## config.mk

```make
export PLATFORM = sky130hd
export DESIGN_NAME = fc_requant_serializer_flat
export DESIGN_NICKNAME = d
export VERILOG_FILES = /design/src/rtl/fc_requant_serializer_if.sv /design/src/rtl/fc_requant_serializer.sv /design/src/flat_wrapper.sv
export SDC_FILE = /design/constraint.sdc
export NUM_CORES = 1
export LEC_CHECK = 0
export ABC_AREA = 0
export CORE_AREA = 2 2 217 219
export CTS_CLUSTER_DIAMETER = 100
export DETAILED_ROUTE_END_ITERATION = 10
export DIE_AREA = 0 0 219 221
export PLACE_DENSITY = 0.8
export SLEW_MARGIN = 0
export SYNTH_ARGS = -nofsm -noshare
export SYNTH_HDL_FRONTEND = slang
export SYNTH_SLANG_ARGS = --single-unit
```

## constraint.sdc

```tcl
create_clock -name clk -period 14 [get_ports clk]
set_input_delay 1.4 -clock clk [delete_from_list [all_inputs] [get_ports clk]]
set_output_delay 1.4 -clock clk [all_outputs]
set_load 0.02 [all_outputs]
```

## src/rtl/fc_requant_serializer_if.sv

```systemverilog
// Stream bundle for fc_requant_serializer: parallel accumulator capture on one
// side, one requantized lane per transfer on the other.
interface fc_requant_serializer_if #(
  parameter int NUM_NEURONS = 16,
  parameter int DATA_WIDTH  = 16,
  parameter int ACC_WIDTH   = 32
);
  localparam int IDX_W = (NUM_NEURONS > 1) ? $clog2(NUM_NEURONS) : 1;

  // Both sides use valid/ready: a beat moves on a rising clk edge where valid
  // and ready are both high; valid never waits on ready, and the payload is
  // held stable while valid is high and ready is low.
  logic                         in_valid;
  logic signed [ACC_WIDTH-1:0]  in_data [NUM_NEURONS];
  logic                         in_ready;
  logic                         out_valid;
  logic signed [DATA_WIDTH-1:0] out_data;
  logic [IDX_W-1:0]             out_index;
  logic                         out_last;
  logic                         out_ready;

  modport master (
    output in_valid, in_data, out_ready,
    input  in_ready, out_valid, out_data, out_index, out_last
  );

  modport slave (
    input  in_valid, in_data, out_ready,
    output in_ready, out_valid, out_data, out_index, out_last
  );
endinterface

```

## src/rtl/fc_requant_serializer.sv

```systemverilog
// Captures an FC accumulator vector, requantizes every lane in parallel
// (round half up, optional ReLU, saturate) and replays the lanes one per beat.
module fc_requant_serializer #(
  parameter int NUM_NEURONS = 16,
  parameter int DATA_WIDTH  = 16,
  parameter int ACC_WIDTH   = 32,
  parameter int FRAC_BITS   = 8,
  parameter int APPLY_RELU  = 1
) (
  input  logic                     clk,
  input  logic                     rst_n,
  fc_requant_serializer_if.slave   s,
  output logic                     overflow_err,
  output logic [15:0]              sat_count,
  output logic                     state_dbg
);
  localparam int IDX_W = (NUM_NEURONS > 1) ? $clog2(NUM_NEURONS) : 1;
  localparam int CNT_W = $clog2(NUM_NEURONS + 1);
  localparam int SAT_W = 16;
  localparam logic signed [ACC_WIDTH:0] ROUND = (ACC_WIDTH + 1)'(1) <<< (FRAC_BITS - 1);
  localparam logic signed [ACC_WIDTH:0] MAXV =
    {{(ACC_WIDTH - DATA_WIDTH + 2){1'b0}}, {(DATA_WIDTH - 1){1'b1}}};
  localparam logic signed [ACC_WIDTH:0] MINV =
    {{(ACC_WIDTH - DATA_WIDTH + 2){1'b1}}, {(DATA_WIDTH - 1){1'b0}}};

  typedef enum logic {IDLE = 1'b0, STREAM = 1'b1} state_t;

  state_t                       state, state_nxt;
  logic [1:0]                   rst_sync;
  logic                         rst_int_n;
  logic signed [DATA_WIDTH-1:0] buf_q [NUM_NEURONS];
  logic signed [DATA_WIDTH-1:0] rq    [NUM_NEURONS];
  logic [NUM_NEURONS-1:0]       clip;
  logic [CNT_W-1:0]             clip_cnt;
  logic [SAT_W:0]               sat_sum;
  logic [SAT_W-1:0]             sat_nxt;
  logic [IDX_W-1:0]             idx_q;
  logic                         last, xfer, capture, in_ready_c;

  // Reset asserts asynchronously but is released only after two clk edges.
  always_ff @(posedge clk or negedge rst_n) begin
    if (!rst_n) rst_sync <= 2'b00;
    else        rst_sync <= {rst_sync[0], 1'b1};
  end
  assign rst_int_n = rst_sync[1];

  // The sum is one bit wider than the accumulator so the rounding bias never wraps.
  function automatic logic [DATA_WIDTH:0] requant(input logic signed [ACC_WIDTH-1:0] acc);
    logic signed [ACC_WIDTH:0] t;
    logic signed [ACC_WIDTH:0] r;
    logic [DATA_WIDTH-1:0]     q;
    logic                      clipped;
    t = {acc[ACC_WIDTH-1], acc} + ROUND;
    r = t >>> FRAC_BITS;
    if ((APPLY_RELU != 0) && r[ACC_WIDTH]) r = '0;
    clipped = 1'b0;
    if (r > MAXV) begin
      q = {1'b0, {(DATA_WIDTH - 1){1'b1}}};
      clipped = 1'b1;
    end else if (r < MINV) begin
      q = {1'b1, {(DATA_WIDTH - 1){1'b0}}};
      clipped = 1'b1;
    end else begin
      q = r[DATA_WIDTH-1:0];
    end
    return {clipped, q};
  endfunction

  always_comb begin
    clip     = '0;
    clip_cnt = '0;
    for (int i = 0; i < NUM_NEURONS; i++) begin
      {clip[i], rq[i]} = requant(s.in_data[i]);
      clip_cnt = clip_cnt + CNT_W'(clip[i]);
    end
    sat_sum = {1'b0, sat_count} + (SAT_W + 1)'(clip_cnt);
    sat_nxt = sat_sum[SAT_W] ? '1 : sat_sum[SAT_W-1:0];
  end

  always_comb begin
    last       = (idx_q == IDX_W'(NUM_NEURONS - 1));
    xfer       = (state == STREAM) && s.out_ready;
    in_ready_c = (state == IDLE) || (xfer && last);
    capture    = s.in_valid && in_ready_c;
    state_nxt  = state;
    case (state)
      IDLE:    if (capture) state_nxt = STREAM;
      STREAM:  if (xfer && last) state_nxt = capture ? STREAM : IDLE;
      default: state_nxt = IDLE;
    endcase
  end

  always_ff @(posedge clk or negedge rst_int_n) begin
    if (!rst_int_n) begin
      state        <= IDLE;
      idx_q        <= '0;
      overflow_err <= 1'b0;
      sat_count    <= '0;
      for (int i = 0; i < NUM_NEURONS; i++) buf_q[i] <= '0;
    end else begin
      state <= state_nxt;
      if (capture) begin
        buf_q     <= rq;
        idx_q     <= '0;
        sat_count <= sat_nxt;
      end else if (xfer && !last) begin
        idx_q <= idx_q + IDX_W'(1);
      end
      if (s.in_valid && !in_ready_c) overflow_err <= 1'b1;
    end
  end

  // Index is left on the final lane after a vector, so out_data holds its last value.
  assign s.in_ready  = in_ready_c;
  assign s.out_valid = (state == STREAM);
  assign s.out_data  = buf_q[idx_q];
  assign s.out_index = idx_q;
  assign s.out_last  = (state == STREAM) && last;
  assign state_dbg   = state;
endmodule

```

## src/flat_wrapper.sv

```systemverilog
// flat-port wrapper written by rule: the top's interface ports become plain ports
module fc_requant_serializer_flat 
#(
  parameter int NUM_NEURONS = 16,
  parameter int DATA_WIDTH  = 16,
  parameter int ACC_WIDTH   = 32,
  parameter int FRAC_BITS   = 8,
  parameter int APPLY_RELU  = 1
)
  (clk, rst_n, overflow_err, sat_count, state_dbg, s_in_valid, s_in_data, s_out_ready, s_in_ready, s_out_valid, s_out_data, s_out_index, s_out_last);
  fc_requant_serializer_if #(.NUM_NEURONS(NUM_NEURONS), .DATA_WIDTH(DATA_WIDTH), .ACC_WIDTH(ACC_WIDTH)) s_i ();
  input  logic clk;
  input  logic rst_n;
  output logic overflow_err;
  output logic [15:0] sat_count;
  output logic state_dbg;
  input wire logic [$bits(s_i.in_valid)-1:0] s_in_valid;
  input wire logic [$bits(s_i.in_data)-1:0] s_in_data;
  input wire logic [$bits(s_i.out_ready)-1:0] s_out_ready;
  output wire logic [$bits(s_i.in_ready)-1:0] s_in_ready;
  output wire logic [$bits(s_i.out_valid)-1:0] s_out_valid;
  output wire logic [$bits(s_i.out_data)-1:0] s_out_data;
  output wire logic [$bits(s_i.out_index)-1:0] s_out_index;
  output wire logic [$bits(s_i.out_last)-1:0] s_out_last;
  assign s_i.in_valid = s_in_valid;
  assign s_i.in_data = {>>{s_in_data}};
  assign s_i.out_ready = s_out_ready;
  assign s_in_ready = s_i.in_ready;
  assign s_out_valid = s_i.out_valid;
  assign s_out_data = s_i.out_data;
  assign s_out_index = s_i.out_index;
  assign s_out_last = s_i.out_last;
  fc_requant_serializer #(.NUM_NEURONS(NUM_NEURONS), .DATA_WIDTH(DATA_WIDTH), .ACC_WIDTH(ACC_WIDTH), .FRAC_BITS(FRAC_BITS), .APPLY_RELU(APPLY_RELU)) u_core (.clk(clk), .rst_n(rst_n), .s(s_i), .overflow_err(overflow_err), .sat_count(sat_count), .state_dbg(state_dbg));
endmodule
```

==> results of run 1 <==
final cells by class:
class	count	area, µm²	share of cell area [%]
clock inverters	8	106	0.399
repair buffers	459	4570	17.1
clock buffers	51	1010	3.77
diodes	10	25.0	0.0938
multi-input cells	1884	13000	48.8
well taps	607	759	2.85
flip-flops and latches	280	7020	26.3
inverters	50	188	0.704
registers in the layout, summed over array words and instances, names as in the netlist:
register             cells
u_core.s.out_index       4
u_core.sat_count        16
u_core.rst_sync          2
u_core.s.out_valid       1
u_core.overflow_err      1
u_core.buf_q           256
worst paths after layout:
kind                                              startpoint                                to  depth (start not counted)
max                                            s_in_data[80]  u_core.sat_count[11]$_DFFE_PN0P_                         22
min                             u_core.rst_sync[0]$_DFF_PN0_      u_core.rst_sync[1]$_DFF_PN0_                          0
max reg2reg                u_core.s.out_index[0]$_DFFE_PN0P_     u_core.buf_q[202]$_DFFE_PN0P_                          8
min reg2reg                     u_core.rst_sync[0]$_DFF_PN0_      u_core.rst_sync[1]$_DFF_PN0_                          0
max in group asynchronous       u_core.rst_sync[1]$_DFF_PN0_  u_core.sat_count[13]$_DFFE_PN0P_                          2
min in group asynchronous       u_core.rst_sync[1]$_DFF_PN0_      u_core.buf_q[65]$_DFFE_PN0P_                          0
metal layers:
metal / share of wire [%] / vias to the layer above / GRT usage (%)
met5: 0.14 / - / 0
met1: 40 / 10149 / 39.2
li1: - / 9497 / -
met4: 3.3 / 16 / 10.7
met3: 8.8 / 171 / 5.59
met2: 47 / 1016 / 48.9
kinds of logic after synthesis:
group                    after synthesis
AO/OA/AOI/OAI                        570
XOR/XNOR                             237
adder cells (fa/ha/maj)               38
buffers and inverters                169
flip-flops                           280
multiplexers                         101
other                                  1
AND/OR/NAND/NOR                      937
cells in the final DEF, fill, tap and decap left out, types with 34 or more instances in the layout:
cell type                         count
sky130_fd_sc_hd__mux4_2              80
sky130_fd_sc_hd__nand2_1            214
sky130_fd_sc_hd__xor2_1             116
sky130_fd_sc_hd__clkbuf_16           35
sky130_fd_sc_hd__nor3_1              88
sky130_fd_sc_hd__nand4_1             81
sky130_fd_sc_hd__and4_1              34
sky130_fd_sc_hd__clkdlybuf4s50_1    444
sky130_fd_sc_hd__inv_1               50
sky130_fd_sc_hd__a31oi_1            105
sky130_fd_sc_hd__xnor2_1            121
sky130_fd_sc_hd__nand3_1            156
sky130_fd_sc_hd__nor2_1             162
sky130_fd_sc_hd__o21ai_0            214
sky130_fd_sc_hd__and3_1              60
sky130_fd_sc_hd__a21oi_1             87
sky130_fd_sc_hd__dfrtp_1            277
sky130_fd_sc_hd__and2_1              34
power by group:
part,switching (mW),total (mW),internal [mW]
registers,0.341,1.52,1.18
clock network,0.356,0.892,0.535
logic,0.975,1.92,0.945
total,1.67,4.33,2.66
critical path, delay by kind of cell:
kind	cells	cell delay, ns
AOI/OAI and AO/OA	5	1.56
adders and majority gates	6	3.07
buffers and inverters	2	0.67
muxes	1	0.16
and+or+nand+nor	8	3.21
through the flow:
step	setup WS (ns)	instances	utilization, %	area (µm²)	hold slack, ns
CTS	4.48	3339	57.9	26700	0.342
detailed placement	3.95	3280	55.4	25500	0.335
floorplan	5.45	2333	-	20700	0.331
global placement	4.11	3280	55.4	25500	0.333
finish	4.39	3349	57.9	26700	0.341
global route	3.82	3345	57.9	26700	0.359
==> summary by stage, run 1 <==
Clock network
The CTS H-tree depth is 2. TritonCTS built the clock tree. For the worst-skew pair, the clock arrives at the later sink with an insertion delay of 0.54 ns. The clock drives 280 sinks. Once the clock tree was built, the setup fixing pass inserted 0 buffers. The clock tree buffer depth is 3. The tree is rooted in a sky130_fd_sc_hd__clkbuf_16.

The number of buffers inserted by hold repair at cts is 0. The clock transition at the registers of the reported paths is 0.06 ns. TritonCTS created 34 clock buffers. The total of cells resized after clock tree synthesis is 0.

Drt
The number of detailed-route iterations in the first pass is 6. The final wirelength is 73.8 mm. The routed via count is 20849. The remaining design rule violation count is 0. The number of nets with antenna violations after routing is 0. The DRC violation total after the first TritonRoute iteration is 2262.

Dividing the detail-routed via count by the number of cells gives 6.23. Dividing the detail-routed wire length by the instance count gives 22.0 µm.

Min path
The path class of the tightest hold or removal check is reg2reg.

Cells and area
The area growth from synthesis to layout is 29.0%. In the final layout, the share of cells above drive strength 1 is 7.36%. The total number of nets in the final design is 3263. After filler insertion, the fill cell instance count of the layout stands at 3968.

Logic synthesis
The dominant combinational cell family by area after synthesis is simple AND/OR/NAND/NOR gates. The number of synthesized register bits is 280. After Yosys synthesis, full adders, half adders and majority gates account for 2.70% of the synthesized area. The gate count after technology mapping is 2333.

The most common cell in the netlist is sky130_fd_sc_hd__dfrtp_1. The netlist uses 84 different library cells. The synthesized netlist net count is 2887. The simple logic cell fraction of the synthesized area is 23.2%.

During synthesis, Yosys emitted a total of 0 warnings. The xor and xnor fraction of the mapped netlist area is 10.0%. Summing the areas of all compound-gate instances in the mapped netlist gives 17.1% of the synthesized area. In the synthesized netlist the dominant register cell turns out to be sky130_fd_sc_hd__dfrtp_1. The fraction of synthesis flops using an asynchronous set or reset pin is 100%.

The biggest area contributor in the post-synthesis netlist is sky130_fd_sc_hd__dfrtp_1. The number of enable-type register cells in the synthesized netlist is 0. The synthesized area per cell is 8.86 µm². The commonest cells after synthesis are 280 x sky130_fd_sc_hd__dfrtp_1, 215 x sky130_fd_sc_hd__nand2_1, 214 x sky130_fd_sc_hd__o21ai_0, 162 x sky130_fd_sc_hd__nor2_1, 156 x sky130_fd_sc_hd__nand3_1.

The share of synthesized area occupied by flip-flops and latches is 33.9%. The top-area cell type share of the netlist area is 33.9%. Summing every instance area after synthesis gives 20700 µm². After synthesis, the share of cell area in mux cells is 9.76%. By area the synthesized netlist is led by sky130_fd_sc_hd__dfrtp_1 34%, sky130_fd_sc_hd__mux4_2 8.7%, sky130_fd_sc_hd__o21ai_0 5.2%.

STA
In the final timing run, aggregate negative setup slack is 0 ns. The setup violation total in the final timing report is 0. The final clock skew is 0.0145 ns. After layout, the worst path uses 68.7% of the clock period.

The achievable clock frequency is 104 MHz. Setup repair after global routing left no endpoint under its margin. The relative slew slack is 13.0%.

At the pin with the least slew margin, the transition time is 1.30 ns. The worst path needs 9.61 ns of the cycle, external delays included. The number of max-slew violations in the final report came to 0. The final-report hold violation count is 0.

Run
The number of maximum-capacitance constraint violations is 0.

Setup path
The endpoint type of the worst setup path is a register. Setup slack on the worst reg-to-reg path comes out at 10.02 ns. The critical path's slowest cell is sky130_fd_sc_hd__nor4_1. By instance count, the cell type seen most on the critical path is sky130_fd_sc_hd__fa_1. Data on the critical path is required at its endpoint by 14.46 ns. The critical path is of the in2reg type.

The maximum fanout count along the critical path is 16. The kind of start point of the critical path is a primary input. The critical path goes through clkdlybuf4s50_1 > nand4_1 > nor4_1 > nand4_1 > a221oi_1 > nand3_1 > nor2_1 > a21oi_1 > fa_1 > inv_1 > fa_1 > fa_1 > fa_1 > fa_1 > fa_1 > nor2b_1 > o21a_1 > o21ai_0 > a211oi_1 > nand3_1 > nand2_1 > mux2_2.

STA puts the critical path data arrival time at 10.08 ns. The largest single stage delay on the critical path is 0.93 ns.

Placement
At the end of routability-driven placement, the weighted congestion stood at 0.979. The wire-length estimate of the detail-placed layout is 57.1 mm. The count of port buffers added during placement is 444.

Die
From bottom edge to top edge, the die measures 221 µm. The area of the core is 46100 µm². The die is 219 µm wide. For this configuration, the core starts out at a cell density of 44.9%. The count of standard-cell rows is 79. The floorplan step defined a die boundary enclosing 48400 µm². The number of placed I/O pins is 557.

GRT
The first global-routing pass estimated 113 mm of wire. Global routing finished with a remaining overflow of 0. The largest net degree at the start of global routing is 184. The via count of the first global-routing pass is 20306.

Across every metal layer, demand over resource in global routing totals 29.8%. The number of antenna violations at the first check in global routing was 17.

Pwr
The leakage power is 9.82 nW. The design draws 4.33 mW. Across the VDD grid, the largest voltage drop is 179 µV. In this run the power density over the cells is 162 nW/µm².

Status
The run finished with clean final reports.
No activity file was read; power rests on OpenSTA's default activity.
==> run 2, diff against run 1 <==
--- a/config.mk
+++ b/config.mk
@@ -6,11 +6,11 @@
 export NUM_CORES = 1
 export LEC_CHECK = 0
 export ABC_AREA = 0
-export CORE_AREA = 2 2 217 219
+export CORE_AREA = 2 2 219 221
 export CTS_CLUSTER_DIAMETER = 100
 export DETAILED_ROUTE_END_ITERATION = 10
-export DIE_AREA = 0 0 219 221
-export PLACE_DENSITY = 0.8
+export DIE_AREA = 0 0 221 223
+export PLACE_DENSITY = 0.79
 export SLEW_MARGIN = 0
 export SYNTH_ARGS = -nofsm -noshare
 export SYNTH_HDL_FRONTEND = slang
==> constraint.sdc (replaced) <==
create_clock -name clk -period 10.06 [get_ports clk]
set_input_delay 1.006 -clock clk [delete_from_list [all_inputs] [get_ports clk]]
set_output_delay 1.006 -clock clk [all_outputs]
set_load 0.02 [all_outputs]
==> run 2 against run 1 <==
Effect of this change: design area barely moved; cell count barely moved; hold slack improved by 0.0078 ns; register-to-register slack got worse by 4.5 ns; total power rose by 38%; flip-flop and latch count did not move; clock skew rose by 0.0041 ns; clock-buffer cell count fell by 10; critical path type unchanged.
==> summary by stage, run 2 (synthesized netlist as in run 1, its figures left out) <==
GRT
The via count of the first global-routing pass is 20094 (-1.0%). The largest net degree at the start of global routing is 170 (-7.6%). The first-pass GRT wire length is 112 mm (-0.87%). The remaining global-route overflow is 0 (unchanged).

The number of antenna violations at the first check in global routing came to 6 (-11). The global routing usage summed across all routing layers is 28.3% (-1.5 points).

Pwr
The clock network fraction of total power is 19.9% (-0.7 points). The peak supply drop is 215 µV (+20%). The share of power burned in registers is 35.3% (+0.3 points). The internal power of the cells is 3.67 mW (+38%). The leakage power is 9.83 nW (about the same). The share of total power consumed by net switching is 38.4% (-0.24 points).

The net load switching power is 2.29 mW (+37%). The total chip power is 5.96 mW (+38%). The proportion of power drawn by combinational gates came to 44.7% (+0.3 points). The power density over the cells is 224 nW/µm² (+38%).

Drt
The vias per cell is 6.08 (-2.3%). The DRC violation total after the first TritonRoute iteration is 1826 (-19%). The number of nets with antenna violations after routing came to 0 (unchanged). The remaining design rule violation count is 0 (unchanged). The number of detailed-route iterations in the first pass is 6 (unchanged). The final wirelength was 72.1 mm (-2.3%). The average routed wire per standard cell was 21.5 µm (-2.3%). The routed via count is 20384 (-2.2%).

STA
In the finished design, the share of the clock period the worst path needs comes to 84.4%. The final-report hold violation count came to 0 (unchanged). The setup violation total in the final timing report is 0 (unchanged). The transition at the pin with the smallest max-transition slack is 1.07 ns (-0.234 ns). Static timing analysis puts the maximum clock frequency at 118 MHz.

The minimum clock period after layout is 8.49 ns. Setup repair after global routing left no endpoint under its margin. The post-route setup TNS came to 0 ns (unchanged).

The number of max-slew violations in the final report is 0 (unchanged). The final clock skew is 0.0186 ns (+0.00411 ns). The relative slew slack is 28.4% (+15 points). The post-route worst setup slack is 1.57 ns (-2.82 ns). The worst hold slack after final layout is 0.349 ns (+0.00779 ns).

Placement
The HPWL reported at the end of detailed placement is 56.5 mm (-1.0%). The worst slack after detailed placement is 0.982 ns (-2.97 ns). The area after detailed placement is 25600 µm² (+0.19%). The count of port buffers added during placement is 444 (unchanged).

The weighted congestion at the end of routability-driven global placement is 0.928 (-5.2%).

Cells and area
The flip-flop count of the largest register after layout came to 256 (unchanged). The register containing the most flip-flops in the final layout is u_core.buf_q. The area growth from synthesis to layout is 29.0% (about the same). The total number of nets in the final design came to 3265 (+0.061%). The share of cells above drive strength 1 is 7.65% (+0.29 points).

Leaving out fill and tap cells, the most frequent cells in the layout are 444 x sky130_fd_sc_hd__clkdlybuf4s50_1, 277 x sky130_fd_sc_hd__dfrtp_1, 214 x sky130_fd_sc_hd__nand2_1, 214 x sky130_fd_sc_hd__o21ai_0, 162 x sky130_fd_sc_hd__nor2_1. The summed area of non-filler cells in the final layout came to 26700 µm² (about the same). The library cell used most frequently in the layout, excluding fill and tap cells, is sky130_fd_sc_hd__clkdlybuf4s50_1.

Setup path
The worst reg-to-reg setup slack is 5.49 ns (-4.53 ns). The maximum fanout count along the critical path came to 16 (unchanged). The required time at the endpoint of the critical path is 10.50 ns (-3.96 ns). The critical path is of the in2reg type. The kind of start point of the critical path is a primary input. The worst register-to-register path ends at u_core.buf_q[129]$_DFFE_PN0P_. The data arrival time of the critical path is 8.93 ns (-1.15 ns). STA classifies the critical path endpoint as a register. In this run the critical register-to-register path is launched from u_core.s.out_index[1]$_DFFE_PN0P_. The cell count of the worst reg-to-reg path is 10 (+2).

Die
The floorplan die height is 223 µm (+0.90%). The area of the core is 47100 µm² (+2.4%). The count of standard-cell rows was 80 (+1.3%). The number of placed I/O pins is 557 (unchanged).

The die area came to 49300 µm² (+1.8%). The chip width is 221 µm (+0.91%). The starting density of the core is 43.9% (-1.0 points).

Clock network
The clock tree buffer depth is 3 (unchanged). The CTS H-tree depth is 1 (-1). The total of cells resized after clock tree synthesis is 0 (unchanged). The post-CTS setup repair buffer count was 0 (unchanged).

The number of sinks on the clock net is 280 (unchanged). The latest clock arrival within the worst-skew pair came to 0.56 ns (+0.02 ns). The number of buffers inserted by hold repair at cts came to 0 (unchanged). The CTS tree is yes. The clock transition at the registers of the reported paths is 0.06 ns (about the same). The buffer type at the clock tree root is sky130_fd_sc_hd__clkbuf_16. The clock buffer count from CTS came to 31 (-8.8%).

Min path
In this run the most critical hold path is launched from u_core.rst_sync[0]$_DFF_PN0_. The worst hold path depth was 0 (unchanged). The endpoint with the worst hold slack is u_core.rst_sync[1]$_DFF_PN0_. The class of the tightest hold or removal check is reg2reg.

Status
The flow ran to the end, and the final reports show no timing, DRC or antenna violations.

Run
The number of maximum-capacitance constraint violations is 0 (unchanged).
run 2: changes by cell type in the layout (fill, tap and decap cells not counted):
cell                         before  now
sky130_fd_sc_hd__bufinv_16        2    4
sky130_fd_sc_hd__inv_6            2    0
sky130_fd_sc_hd__diode_2         10    4
sky130_fd_sc_hd__clkinv_2         2    7
sky130_fd_sc_hd__inv_8            1    0
sky130_fd_sc_hd__clkbuf_1         9    2
sky130_fd_sc_hd__clkbuf_16       35   31
sky130_fd_sc_hd__clkbuf_8         7    8
sky130_fd_sc_hd__buf_4           14   19
sky130_fd_sc_hd__clkinvlp_4       1    3
run 2: worst max path at each step:
stage,start,endpoint,slack (ns)
2_1_floorplan,u_core.rst_sync[1]$_DFF_PN0_,u_core.buf_q[0]$_DFFE_PN0P_,1.68
3_3_place_gp,s_in_data[455],u_core.sat_count[11]$_DFFE_PN0P_,1.18
3_5_place_dp,s_in_data[455],u_core.sat_count[11]$_DFFE_PN0P_,0.98
4_1_cts,s_in_data[455],u_core.sat_count[11]$_DFFE_PN0P_,1.54
5_1_grt,s_in_data[455],u_core.sat_count[11]$_DFFE_PN0P_,1.06
6_report,s_in_data[455],u_core.sat_count[11]$_DFFE_PN0P_,1.57
run 2: through the flow:
step / util [%] / std cells
after floorplan: - / 2333
after global placement: 54.3 / 3293
after detailed placement: 54.3 / 3293
after CTS: 56.5 / 3348
after global routing: 56.5 / 3348
final: 56.6 / 3352
run 2: final cells by class:
| type | count | area (µm²) |
|---|---|---|
| Antenna cell | 4 | 10.0 |
| Clock buffer | 41 | 893 |
| Clock inverter | 14 | 178 |
| Fill cell | 4145 | 20500 |
| Inverter | 50 | 188 |
| Multi-Input combinational cell | 1884 | 13000 |
| Sequential cell | 280 | 7020 |
| Tap cell | 615 | 769 |
| Timing Repair Buffer | 464 | 4610 |
run 2: routing by layer:
| metal | vias to the layer above | global-route usage [%] | share of wire (%) | wire, µm |
|---|---|---|---|---|
| met2 | 856 | 48.2 | 49 | 35100 |
| met3 | 119 | 4.32 | 7.2 | 5170 |
| met1 | 9907 | 37.7 | 41 | 29800 |
| li1 | 9496 | - | - | - |
| met5 | - | 0 | 0.064 | 46 |
| met4 | 6 | 7.69 | 2.8 | 2000 |
run 2: power by group through the flow:
| stage | sequential, mW | combinational (mW) | clock, mW |
|---|---|---|---|
| 3_3_place_gp | 2.07 | 2.60 | 0 |
| 6_report | 2.11 | 2.67 | 1.19 |
| 3_5_place_dp | 2.09 | 2.65 | 0 |
| 2_1_floorplan | 1.86 | 1.65 | 0 |
| 4_1_cts | 2.08 | 2.68 | 1.20 |
| 5_1_grt | 2.14 | 2.85 | 1.25 |
run 2: critical path, cell delays in order:
cell	delay [ns]
sky130_fd_sc_hd__clkdlybuf4s50_1	0.50
sky130_fd_sc_hd__ha_1	0.30
sky130_fd_sc_hd__nand3_1	0.14
sky130_fd_sc_hd__nor4_2	0.57
sky130_fd_sc_hd__o2111ai_1	0.19
sky130_fd_sc_hd__o21ai_0	0.12
sky130_fd_sc_hd__a31oi_1	0.10
sky130_fd_sc_hd__a211oi_1	0.23
sky130_fd_sc_hd__buf_4	0.25
sky130_fd_sc_hd__nor2_1	0.11
sky130_fd_sc_hd__ha_1	0.29
sky130_fd_sc_hd__inv_1	0.05
sky130_fd_sc_hd__fa_1	0.51
sky130_fd_sc_hd__fa_1	0.53
sky130_fd_sc_hd__fa_1	0.57
sky130_fd_sc_hd__fa_1	0.56
sky130_fd_sc_hd__fa_1	0.45
sky130_fd_sc_hd__fa_1	0.42
sky130_fd_sc_hd__xnor2_1	0.15
sky130_fd_sc_hd__ha_1	0.31
sky130_fd_sc_hd__nor2b_1	0.14
sky130_fd_sc_hd__o21a_1	0.17
sky130_fd_sc_hd__o21ai_0	0.21
sky130_fd_sc_hd__a211oi_1	0.11
sky130_fd_sc_hd__buf_4	0.20
sky130_fd_sc_hd__nand3_1	0.34
sky130_fd_sc_hd__nand2_1	0.12
sky130_fd_sc_hd__mux2_2	0.27
